`src/rtl/vga_timing_gen.sv`:
```
`default_nettype none
// ============================================================================
//  Module   : vga_timing_gen
//  Purpose  : Parametrised raster timing generator. Produces H/V sync with
//             selectable polarity, an active-area flag, X/Y coordinates, a
//             linear active-pixel index, line/frame strobes and a frame
//             counter, advancing one position per enabled clock.
//  Revision : 1.0 - initial release
// ============================================================================
module vga_timing_gen #(
  parameter int H_ACTIVE = 640,
  parameter int H_FP     = 16,
  parameter int H_SYNC   = 96,
  parameter int H_BP     = 48,
  parameter int V_ACTIVE = 480,
  parameter int V_FP     = 10,
  parameter int V_SYNC   = 2,
  parameter int V_BP     = 33,
  parameter bit HS_POL   = 1'b0,
  parameter bit VS_POL   = 1'b0,
  parameter int FW       = 16,
  localparam int H_TOTAL = H_ACTIVE + H_FP + H_SYNC + H_BP,
  localparam int V_TOTAL = V_ACTIVE + V_FP + V_SYNC + V_BP,
  localparam int HW      = (H_TOTAL > 1) ? $clog2(H_TOTAL) : 1,
  localparam int VW      = (V_TOTAL > 1) ? $clog2(V_TOTAL) : 1,
  localparam int PW      = (H_ACTIVE * V_ACTIVE > 1) ? $clog2(H_ACTIVE * V_ACTIVE) : 1
) (
  input  logic          clk,
  input  logic          rst,
  input  logic          en,
  output logic          h_sync,
  output logic          v_sync,
  output logic          pixel,
  output logic [HW-1:0] h_pos,
  output logic [VW-1:0] v_pos,
  output logic [PW-1:0] p_count,
  output logic          line_start,
  output logic          frame_start,
  output logic [FW-1:0] frame_cnt
);

  // Position limits and region boundaries, sized to the counters. The
  // boundary constants carry one extra bit because a region may end exactly
  // at H_TOTAL / V_TOTAL, which does not fit in the coordinate width.
  localparam logic [HW-1:0] H_LAST    = HW'(H_TOTAL - 1);
  localparam logic [VW-1:0] V_LAST    = VW'(V_TOTAL - 1);
  localparam logic [HW:0]   H_ACT_END = (HW+1)'(H_ACTIVE);
  localparam logic [HW:0]   HS_START  = (HW+1)'(H_ACTIVE + H_FP);
  localparam logic [HW:0]   HS_END    = (HW+1)'(H_ACTIVE + H_FP + H_SYNC);
  localparam logic [VW:0]   V_ACT_END = (VW+1)'(V_ACTIVE);
  localparam logic [VW:0]   VS_START  = (VW+1)'(V_ACTIVE + V_FP);
  localparam logic [VW:0]   VS_END    = (VW+1)'(V_ACTIVE + V_FP + V_SYNC);

  logic          h_wrap;
  logic          v_wrap;
  logic [HW-1:0] h_nxt;
  logic [VW-1:0] v_nxt;
  logic [HW:0]   h_ext;
  logic [VW:0]   v_ext;
  logic          pix_nxt;
  logic          hs_act_nxt;
  logic          vs_act_nxt;
  logic          origin_nxt;

  // Running count of active pixels already emitted in the current frame; it
  // supplies the next P_COUNT value without any multiplication.
  logic [PW-1:0] pix_run;

  // Next position and the region decode for that position, so every
  // registered output describes the same coordinate in the same cycle.
  always_comb begin
    h_wrap     = (h_pos == H_LAST);
    v_wrap     = (v_pos == V_LAST);
    h_nxt      = h_wrap ? '0 : h_pos + HW'(1);
    v_nxt      = v_pos;
    if (h_wrap) begin
      v_nxt = v_wrap ? '0 : v_pos + VW'(1);
    end
    h_ext      = {1'b0, h_nxt};
    v_ext      = {1'b0, v_nxt};
    pix_nxt    = (h_ext < H_ACT_END) && (v_ext < V_ACT_END);
    hs_act_nxt = (h_ext >= HS_START) && (h_ext < HS_END);
    vs_act_nxt = (v_ext >= VS_START) && (v_ext < VS_END);
    origin_nxt = h_wrap && v_wrap;
  end

  // Timing state: reset parks at the last position so the first enabled
  // edge enters (0,0); with EN low only the strobes are cleared.
  always_ff @(posedge clk) begin
    if (!rst) begin
      h_pos       <= H_LAST;
      v_pos       <= V_LAST;
      pixel       <= 1'b0;
      p_count     <= '0;
      pix_run     <= '0;
      h_sync      <= ~HS_POL;
      v_sync      <= ~VS_POL;
      line_start  <= 1'b0;
      frame_start <= 1'b0;
      frame_cnt   <= '0;
    end else if (en) begin
      h_pos       <= h_nxt;
      v_pos       <= v_nxt;
      pixel       <= pix_nxt;
      h_sync      <= hs_act_nxt ? HS_POL : ~HS_POL;
      v_sync      <= vs_act_nxt ? VS_POL : ~VS_POL;
      line_start  <= h_wrap;
      frame_start <= origin_nxt;
      if (origin_nxt) begin
        frame_cnt <= frame_cnt + FW'(1);
      end
      if (origin_nxt) begin
        p_count <= '0;
        pix_run <= PW'(1);
      end else if (pix_nxt) begin
        p_count <= pix_run;
        pix_run <= pix_run + PW'(1);
      end else begin
        p_count <= '0;
      end
    end else begin
      line_start  <= 1'b0;
      frame_start <= 1'b0;
    end
  end

endmodule
`default_nettype wire
```
`config.mk`:
```
export PLATFORM = sky130hd
export DESIGN_NAME = vga_timing_gen
export DESIGN_NICKNAME = d
export VERILOG_FILES = /design/src/rtl/vga_timing_gen.sv
export SDC_FILE = /design/constraint.sdc
export NUM_CORES = 1
export LEC_CHECK = 0
export CELL_PAD_IN_SITES_DETAIL_PLACEMENT = 1
export CELL_PAD_IN_SITES_GLOBAL_PLACEMENT = 2
export CORE_MARGIN = 2
export CORE_UTILIZATION = 31
export DETAILED_ROUTE_END_ITERATION = 7
export GPL_TIMING_DRIVEN = 1
export PLACE_DENSITY = 0.85
export SLEW_MARGIN = 20
export SYNTH_ARGS = -nofsm -noshare
export SYNTH_HDL_FRONTEND = slang
export SYNTH_SLANG_ARGS = --single-unit
```
`constraint.sdc`:
```
create_clock -name clk -period 3.2 [get_ports clk]
set_input_delay 0.48 -clock clk [delete_from_list [all_inputs] [get_ports clk]]
set_output_delay 0.48 -clock clk [all_outputs]
set_load 0.05 [all_outputs]
```
==> impl_metrics.ini <==
[place]
dpl.hpwl_um = 7360
portBuffers = 62
gp_congestion = 0.861
dp_cells = 633

[detailed_routing]
drt-pass1-iter-count = 6
via_count = 3498
ant_nets = 0
dr.first_iter.drc_count = 169
wirelength_um = 10600
avgViaCountPerCell = 5.40
wl_per_cell_um = 16.3
drc = 2

[sta]
fin_crit_sh = 0.898
skew_ns = 0.00939
min_period_ns = 2.87
maxSlewViolCount = 0
worst_pin_slew_ns = 0.729
fin_tns_setup_ns = 0
setup_viol = 0
hold_violations = 0
rsz0062_at_grt = no
fmax_ghz = 0.348
relSlewSlack = 0.513

[power_and_ir_drop]
peakVddDrop_mv = 0.425
total_power_mw = 2.60
p_leak_nw = 1.71
powerDensity_mw_per_mm2 = 544

[clocking]
cts-root-buf = clkbuf_16
clock-sinks = 79
worstSkewPairLatency_ns = 0.34
cts_buffers = 9
ctsResizeCount = 0
hold_buffers = 0
cts_setup_buffers = 0
cts_tree = done
clkTransAtPathRegs_ns = 0.06
clk_path_buf_depth = 2
h-tree-depth = 3

[critical_path]
worstSetupPathType = register to register
worstRegToRegCells = 9
r2r_start = h_pos[0]
crit_fanout = 39
critPathRequiredTime_ns = 3.45
start_kind = register
crit_arrival_ns = 3.13
r2r_setup_slack_ns = 0.33
reg2reg_to = pix_run[14]
cp-end-kind = register

[run_status]
violations = design-rule violations
status = finished, violations left

[global_route]
gr-total-overflow = 0
grt_pass1_vias = 3599
antenna_found_initial = 0
grt_pass1_wl_um = 18000
grt_util_all_layers = 0.173
grt_max_degree = 40

[synth]
syn_nets = 446
synth_top_area_frac = 0.429
ys_async_sr_fraction = 0
seq_area_frac_synth = 0.429
ys_top_cells_by_area = dfxtp_1 (43%), nand2_1 (4.9%), a21oi_1 (4.8%)
ys_seq_elements = 79
synthFlopType = dfxtp_1
netlist_area_mm2 = 0.00369
ys_types = 52
synth_area_leader_cell = dfxtp_1
synth_edf_count = 0
syn_area_per_cell_um2 = 8.42
syn_inst = 438
ys.warnings.count = 0

[floorplan]
core_mm2 = 0.0115
fp.dieH_um = 113
design.die.area_mm2 = 0.0128
die_x_um = 113
initial_core_util = 0.320
ios = 63
fp-row-count = 39

[worst_hold_path]
min-delay-start = h_sync
min_path_cells = 2
hp-class = register to register
whs_endpoint = h_sync

[cells_and_area]
area_growth_pct = 29.6
layout.nets = 509
layout.cells.non_filler = 648
n_antenna_cell = 0
drive_gt1_frac = 0.0634

[run]
cap_violations = 0
==> stage by stage <==
step	instance area (µm²)	worst slack (ns)	util	hold slack, ns
5_1_grt	4780	0.0804	0.415	0.485
3_5_place_dp	4490	0.373	0.390	0.456
4_1_cts	4780	0.316	0.415	0.465
3_3_place_gp	4490	0.443	0.390	0.449
2_1_floorplan	3690	0.261	-	0.452
6_report	4780	0.327	0.415	0.455
==> report_power, final <==
group	switching, mW	total [mW]	internal (mW)	leakage [nW]
Combinational	0.329	0.505	0.176	0.929
Clock	0.406	1.03	0.622	0.143
Sequential	0.0538	1.07	1.01	0.639
Total	0.789	2.60	1.81	1.71
==> placed cells by master, fill, tap and decap left out, types with 14 or more instances in the layout <==
master           instances
nor2_1                  32
or3_1                   18
nand3_1                 17
dfxtp_1                 79
buf_4                   15
a22o_1                  19
a21oi_1                 35
xnor2_1                 14
clkdlybuf4s50_1         62
nand4_1                 15
nand2_1                 48
o21ai_0                 24
==> registers in the layout (all words and copies together), names as in the netlist <==
name / flops
frame_start: 1
frame_cnt: 16
pixel: 1
p_count: 19
h_sync: 1
h_pos: 10
line_start: 1
v_pos: 10
v_sync: 1
pix_run: 19
==> layer usage <==
layer	up-vias	GRT usage	share of wire
met5	-	0	0
met4	0	0.0504	0.013
met3	9	0.0482	0.035
met2	54	0.293	0.49
met1	1707	0.217	0.46
li1	1728	-	-
==> cell usage after synthesis (8+ instances only) <==
| cell type | instances |
|---|---|
| xnor2_1 | 14 |
| inv_1 | 9 |
| nand3_1 | 17 |
| o31ai_1 | 9 |
| nor2_1 | 32 |
| nor3_1 | 12 |
| nand2_1 | 48 |
| a21oi_1 | 35 |
| or4_1 | 8 |
| dfxtp_1 | 79 |
| nand4_1 | 15 |
| and2_1 | 8 |
| and3_1 | 11 |
| clkbuf_1 | 16 |
| a22o_1 | 19 |
| or3_1 | 18 |
| o21ai_0 | 24 |
==> worst max-delay path by stage <==
stage / startpoint / end / slack, ns / depth (start not counted)
6_report: h_pos[0] / pix_run[14] / 0.33 / 9
5_1_grt: h_pos[0] / pix_run[14] / 0.08 / 9
4_1_cts: h_pos[0] / pix_run[14] / 0.32 / 9
3_5_place_dp: h_pos[0] / pix_run[10] / 0.37 / 9
3_3_place_gp: h_pos[0] / pix_run[6] / 0.44 / 9
2_1_floorplan: h_pos[0] / pix_run[16] / 0.26 / 9
==> critical path, stage by stage, from the launching register on <==
cell      delay [ns]
dfxtp_1         0.41
ha_1            0.25
nand4_1         0.19
mux2i_1         0.24
or4b_1          0.45
o211a_1         0.12
nand3b_2        0.18
buf_4           0.24
or4_1           0.55
a21oi_1         0.15
==> cell type report <==
cell class	instances	area [µm²]
Tap cell	143	179
Sequential cell	79	1580
Inverter	10	37.5
Clock inverter	3	43.8
Fill cell	1379	6740
Clock buffer	12	246
Multi-Input combinational cell	324	1960
Timing Repair Buffer	77	733
==> kinds of logic after synthesis <==
logic type	count (synthesis)	synth area share
flops	79	0.429
mux	4	0.0109
simple gates	191	0.273
xor+xnor	20	0.0475
compound gates	104	0.182
fa+ha+maj	5	0.0170
buf+inv	35	0.0401
Power figures use the tool's default switching activity.
